**src/rtl/forwarding_hazard_unit.sv**
```systemverilog
// EX operand forwarding selects and load-use stall control
// for the 16-bit pipeline, with a saturating stall counter.
module forwarding_hazard_unit #(
  parameter int REG_ADDR_W = 4,
  parameter int CNT_W      = 16
) (
  input  logic                  clock,
  input  logic                  reset,
  input  logic                  id_valid,
  input  logic [REG_ADDR_W-1:0] id_rs1,
  input  logic [REG_ADDR_W-1:0] id_rs2,
  input  logic                  id_use_rs1,
  input  logic                  id_use_rs2,
  input  logic [REG_ADDR_W-1:0] id_rd,
  input  logic                  id_regWrite,
  input  logic                  id_memRead,
  input  logic                  flush,
  output logic [1:0]            forwardA,
  output logic [1:0]            forwardB,
  output logic                  stall,
  output logic [CNT_W-1:0]      stall_count
);

  localparam logic [1:0] FWD_RF  = 2'b00;
  localparam logic [1:0] FWD_EX  = 2'b10;
  localparam logic [1:0] FWD_MEM = 2'b01;

  logic                  ex_valid_q, ex_valid_d;
  logic [REG_ADDR_W-1:0] ex_rd_q, ex_rd_d;
  logic                  ex_rw_q, ex_rw_d;
  logic                  ex_mr_q, ex_mr_d;
  logic                  mem_valid_q, mem_valid_d;
  logic [REG_ADDR_W-1:0] mem_rd_q, mem_rd_d;
  logic                  mem_rw_q, mem_rw_d;
  logic [1:0]            fwd_a_q, fwd_a_d;
  logic [1:0]            fwd_b_q, fwd_b_d;
  logic [CNT_W-1:0]      cnt_q, cnt_d;

  logic hazard;
  logic ex_load;
  logic rs1_hit;
  logic rs2_hit;

  // Newest producer (EX) wins over the older one (MEM).
  function automatic logic [1:0] sel(
    input logic [REG_ADDR_W-1:0] rs,
    input logic                  use_rs
  );
    logic [1:0] r;
    r = FWD_RF;
    if (id_valid && use_rs && rs != '0) begin
      if (ex_valid_q && ex_rw_q && ex_rd_q == rs)
        r = FWD_EX;
      else if (mem_valid_q && mem_rw_q && mem_rd_q == rs)
        r = FWD_MEM;
    end
    return r;
  endfunction

  assign ex_load = ex_valid_q && ex_mr_q
                && ex_rw_q && ex_rd_q != '0;
  assign rs1_hit = id_use_rs1 && id_rs1 == ex_rd_q;
  assign rs2_hit = id_use_rs2 && id_rs2 == ex_rd_q;
  assign hazard  = id_valid && ex_load
                && (rs1_hit || rs2_hit);
  assign stall   = hazard && !flush;

  always_comb begin
    mem_valid_d = ex_valid_q;
    mem_rd_d    = ex_rd_q;
    mem_rw_d    = ex_rw_q;
    ex_valid_d  = 1'b0;
    ex_rd_d     = '0;
    ex_rw_d     = 1'b0;
    ex_mr_d     = 1'b0;
    fwd_a_d     = FWD_RF;
    fwd_b_d     = FWD_RF;
    cnt_d       = cnt_q;
    unique case (1'b1)
      flush: begin
      end
      stall: begin
        if (cnt_q != '1)
          cnt_d = cnt_q + 1'b1;
      end
      default: begin
        ex_valid_d = id_valid;
        ex_rd_d    = id_rd;
        ex_rw_d    = id_regWrite;
        ex_mr_d    = id_memRead;
        fwd_a_d    = sel(id_rs1, id_use_rs1);
        fwd_b_d    = sel(id_rs2, id_use_rs2);
      end
    endcase
  end

  always_ff @(posedge clock) begin
    if (reset) begin
      ex_valid_q  <= 1'b0;
      ex_rd_q     <= '0;
      ex_rw_q     <= 1'b0;
      ex_mr_q     <= 1'b0;
      mem_valid_q <= 1'b0;
      mem_rd_q    <= '0;
      mem_rw_q    <= 1'b0;
      fwd_a_q     <= FWD_RF;
      fwd_b_q     <= FWD_RF;
      cnt_q       <= '0;
    end else begin
      ex_valid_q  <= ex_valid_d;
      ex_rd_q     <= ex_rd_d;
      ex_rw_q     <= ex_rw_d;
      ex_mr_q     <= ex_mr_d;
      mem_valid_q <= mem_valid_d;
      mem_rd_q    <= mem_rd_d;
      mem_rw_q    <= mem_rw_d;
      fwd_a_q     <= fwd_a_d;
      fwd_b_q     <= fwd_b_d;
      cnt_q       <= cnt_d;
    end
  end

  assign forwardA    = fwd_a_q;
  assign forwardB    = fwd_b_q;
  assign stall_count = cnt_q;

endmodule

```
**config.mk**
```make
export PLATFORM = sky130hd
export DESIGN_NAME = forwarding_hazard_unit
export DESIGN_NICKNAME = d
export VERILOG_FILES = /design/src/rtl/forwarding_hazard_unit.sv
export SDC_FILE = /design/constraint.sdc
export NUM_CORES = 1
export LEC_CHECK = 0
export ABC_AREA = 0
export BUFFER_PORTS_ARGS = -buffer_cell sky130_fd_sc_hd__buf_2
export CORE_MARGIN = 8
export CORE_UTILIZATION = 45
export CTS_BUF_LIST = sky130_fd_sc_hd__clkbuf_8
export CTS_CLUSTER_SIZE = 10
export DETAILED_ROUTE_END_ITERATION = 10
export GPL_TIMING_DRIVEN = 0
export HOLD_SLACK_MARGIN = 0.08
export PLACE_DENSITY_LB_ADDON = 0.08
export SLEW_MARGIN = 0
export SYNTH_ARGS = -nofsm -noshare
export SYNTH_HDL_FRONTEND = slang
export SYNTH_SLANG_ARGS = --single-unit
```
**constraint.sdc**
```tcl
create_clock -name clock -period 5.66 [get_ports clock]
set_input_delay 1.698 -clock clock [delete_from_list [all_inputs] [get_ports clock]]
set_output_delay 1.698 -clock clock [all_outputs]
set_load 0.02 [all_outputs]
```
; Yosys cells after proc, flatten, opt, wreduce, memory -nomap -nowiden
; Index checks and enable logic that the tools add are counted.
[op_classes]
addsub = 1
n_eq_ne = 7
n_mux = 4
bitwise_logic = 2
reduce_logical = 29
[op_table]
columns = cell, n
row1 = $eq 4x4->1, 6
row2 = $logic_and 1x1->1, 18
row3 = $add 16x1->16 const B, 1
row4 = $ne 16x16->1 const B, 1
row5 = $reduce_bool 4->1, 3
row6 = $reduce_or 5->1, 2
row7 = $reduce_or 4->1, 2
row8 = $mux 2, 2
row9 = $reduce_or 3->1, 1
row10 = $mux 1, 2
row11 = $not 1->1, 2
row12 = $reduce_and 2->1, 1
row13 = $logic_not 1->1, 1
row14 = $logic_or 1x1->1, 1
[totals]
ff_bits = 33
output_inout_bits = 21
word_cells = 55

; Logic depth before layout (Yosys ltp)
[logic_depth]
ltp_word = 7
depth_mapped = 7

; Worst setup path before layout
; OpenSTA, ideal clock, no wires.
[synth_path]
kind = input to output
startpoint = in id_rs2[1]
endpoint = out stall
arrival_time_ps = 2877
required_ps = 3962
setup_slack_ps = 1085
stages = 4
path_cell_list = xor2_1 > nor4_4 > a22oi_2 > nor3_1
[synth_between]
elab_chain_len = 5
[synth_lines]
columns = element, line
row1 = "start, declared", 11  ; input logic [REG_ADDR_W-1:0] id_rs2,
row2 = $eq 4x4->1, 63  ; assign rs2_hit = id_use_rs2 && id_rs2 == ex_rd_q;
row3 = $logic_and 1x1->1, 63
row4 = $logic_or 1x1->1, 65  ; && (rs1_hit || rs2_hit);
row5 = $logic_and 1x1->1, 65
row6 = $logic_and 1x1->1, 66  ; assign stall = hazard && !flush;
row7 = "end, declared", 20  ; output logic stall,
; Every way passes these cells.

; Final worst setup path
; Ends and elaborated chain as after synthesis.

==> summary.md <==
| Metric | Value |
|---|---|
| Post-synthesis xor/xnor area fraction | `0.0850` |
| Pin count of the biggest net entering global routing | `12` |
| Internal power | `334 uW` |
| Crit path DAT | `2.94 ns` |
| Synth Register Bits | `33` |
| Status | `finished, final reports clean` |
| Total negative slack | `0 ns` |
| Slowest cell on the critical path | `nor4_4` |
| Main flop type after synthesis | `dfxtp_1` |
| Multiplexer area fraction after synthesis | `0.0205` |
| Die area | `0.00586 mm^2` |
| First-pass GRT wire length | `7250 um` |
| Worst slew pin tran | `0.558 ns` |
| Final Hold Viols | `0` |
| Required @ worst endpoint | `3.96 ns` |
| Cells on Worst Hold Path | `1` |
| Cells after Synth | `188` |
| P_leak | `0.777 nW` |
| Placer congestion estimate | `0.832` |
| Clock Power Share | `0.396` |
| Max Clock Skew | `0.00721 ns` |
| Total grt overflow | `0` |
| Dpl hpwl | `3220 um` |
| NetSw | `116 uW` |
| Antenna Violating Nets Remaining | `0` |
| Vias per cell | `5.61` |
| Setup violators final | `0` |
| Syn-to-layout area delta | `21.0%` |
| Synthesized Nets | `209` |
| Top-area cell type share of the netlist area | `0.401` |
| Routed vias | `1592` |
| Placement Setup Slack | `1.02 ns` |
| CTS H-Tree Depth | `2` |
| Clock-pin slew on the worst setup and hold paths | `0.07 ns` |
| Hold WC Path Type | `reg -> reg` |
| Initial DRC Count | `132` |
| Largest family of logic cells by synthesized area | `simple AND/OR/NAND/NOR gates` |
| Worst stage delay on the critical path | `0.37 ns` |
| Post-synthesis cell area | `0.00165 mm^2` |
| Bufs on Longest Clock Path | `2` |
| Layout cells sized above 1 | `0.233` |
| Ports | `41` |
| Worst-skew pair later-pin latency | `0.29 ns` |
| Gate power share | `0.074` |
| Root Driver | `clkbuf_8` |
| Number of core rows | `22` |
| Final net count | `256` |
| Yosys warns | `0` |
| Final WL | `4300 um` |
| Sequential area share after synthesis | `0.401` |
| Pwr/cell area | `225 mW/mm^2` |
| Max VDD drop | `0.160 mV` |
| Vias in the first global route | `1575` |
| Post-synthesis compound-gate area fraction | `0.0994` |
| Layout fillers | `337` |
| # diodes | `0` |
| Critical path endpoint category | `output pin` |
| Initial antenna violation count | `0` |
| Crit path time final | `4.63 ns` |
| Max-slew violation count | `0` |
| GR Util All Layers | `0.151` |
| Core Footprint | `0.00358 mm^2` |
| Post-synth EDFFs | `0` |
| Max-cap violations | `0` |
| Total CTS buffers | `5` |
| Cell variety after synth | `31` |
| Sw frac | `0.257` |
| Die H | `76.5 um` |
| Async set-or-reset flop fraction in the synthesized netlist | `0` |
| DRT Pass-1 Iters | `4` |
| FF-to-FF path depth | `6` |
| Fmax | `0.216 GHz` |
| Final worst path period share | `0.819` |
| Startpoint Class | `input pin` |
| Final setup margin | `1.03 ns` |
| Cts hold-fix bufs | `0` |
| Die X | `76.5 um` |
| Starting density of the core | `0.461` |
| Worst Path Max Fanout | `7` |
| DRC Markers | `0` |
| Cell mode on critical path | `buf_2` |
| DR WL/cell | `15.1 um` |
| Post-Synth Simple-Gate Area | `0.361` |
| Leading area contributor after synthesis | `dfxtp_1` |
| RSZ-0062 raised after global routing | `false` |
| Top post-synthesis cells by area | `dfxtp_1, xor2_1, nor2b_1` |
| Post-CTS Resized | `0` |
| # clock sinks | `33` |
| PortBufs | `40` |
| Critical path type | `in -> out` |
| CTS tree | `built` |
| Mean Syn Cell Area | `8.77 um^2` |
| Postcts setup bufs | `0` |
| Seq pwr share | `0.530` |
| Adder-cell area share of the yosys netlist | `0.00759` |
| Rel. slew slack | `0.625` |
| Critical path cell sequence | `buf_2 -> xor2_1 -> nor4_4 -> a22oi_2 -> nor3_1 -> buf_2` |
-- logic make-up (layout without fill, tap and decap cells) --
group,after synthesis,count (layout)
buf+inv,9,57
flops,33,33
fa+ha+maj,1,1
simple gates,99,99
xor+xnor,16,16
compound gates,27,27
mux,3,3
-- worst paths after layout --
check	from	to	slack, ns
max	id_rs2[1]	stall	1.03
min	ex_rw_q$_SDFF_PP0_	mem_rw_q$_SDFF_PP0_	0.52
max reg2reg	ex_rd_q[0]$_SDFF_PP0_	stall_count[14]$_SDFFE_PP0P_	3.48
min reg2reg	ex_rw_q$_SDFF_PP0_	mem_rw_q$_SDFF_PP0_	0.52
-- critical path: cells and delay by family --
| kind | cells | cell delay [ns] |
|---|---|---|
| AOI/OAI and AO/OA | 1 | 0.18 |
| xor gates and xnor gates | 1 | 0.16 |
| buffers and inverters | 2 | 0.31 |
| and+or+nand+nor | 2 | 0.57 |
-- metrics by stage --
step | total power [mW] | hold slack [ns] | area [um^2] | cells | utilization
2_1_floorplan | 0.262 | 0.475 | 1650 | 188 | -
3_3_place_gp | 0.275 | 0.502 | 1910 | 276 | 0.534
3_5_place_dp | 0.277 | 0.494 | 1910 | 276 | 0.534
4_1_cts | 0.454 | 0.520 | 2000 | 284 | 0.558
5_1_grt | 0.469 | 0.551 | 2000 | 284 | 0.558
6_report | 0.449 | 0.522 | 2000 | 284 | 0.558
-- layout by cell type (no fill, tap or decap), types with 3 or more instances in the layout --
cell,count
a21oi_1,9
and2_1,7
buf_2,41
clkbuf_1,5
clkbuf_8,5
dfxtp_1,33
mux2_1,3
nand2_1,14
nand3_1,13
nand4_1,7
nor2_1,8
nor2b_1,13
nor3_1,6
nor4_1,8
o21ai_0,11
o31ai_1,3
or3_1,7
or4_1,8
xor2_1,14
-- flip-flops by register name (all words and copies together) (netlist names) --
| name | count |
|---|---|
| forwardA | 2 |
| mem_rd_q | 4 |
| ex_rw_q | 1 |
| mem_rw_q | 1 |
| ex_mr_q | 1 |
| mem_valid_q | 1 |
| forwardB | 2 |
| stall_count | 16 |
| ex_valid_q | 1 |
| ex_rd_q | 4 |
-- synth_stat cells (2+ instances only) --
cell type   n
a22oi_2     2
nand2_1    14
nand3_1    13
or3_1       7
nand4_1     7
xnor2_1     2
o31ai_1     3
dfxtp_1    33
nor2_1      8
or4_1       8
and2_1      7
nor4b_1     2
xor2_1     14
nor4_1      8
clkbuf_1    5
nor2b_1    13
nor4_4      2
a21oi_1     9
mux2_1      3
inv_1       2
nor3_1      6
o21ai_0    11
-- final cells by class --
class,instances,area [um^2],share of cell area
multi-input combinational,146,946,0.474
sequential,33,661,0.331
timing repair buffer,40,200,0.100
clock buffer,5,68.8,0.0345
tap,48,60.1,0.0301
buffer,7,35.0,0.0176
clock inverter,3,17.5,0.00878
inverter,2,7.51,0.00376
-- metal layers --
| metal | track usage | vias to the layer above | wire length [um] |
|---|---|---|---|
| met3 | 0.0519 | 7 | 282 |
| met1 | 0.183 | 745 | 1950 |
| li1 | - | 780 | - |
| met5 | 0 | - | 0 |
| met2 | 0.235 | 60 | 1990 |
| met4 | 0.0635 | 0 | 73 |
-- power by group through the flow --
stage	registers, mW	clock network [mW]	logic (mW)
after detailed placement	0.243	0	0.0332
after floorplan	0.243	0	0.0188
after CTS	0.238	0.182	0.0334
final	0.238	0.178	0.0332
after global placement	0.244	0	0.0315
after global routing	0.239	0.193	0.0368
Note: power is estimated with default switching activity, not from simulation.
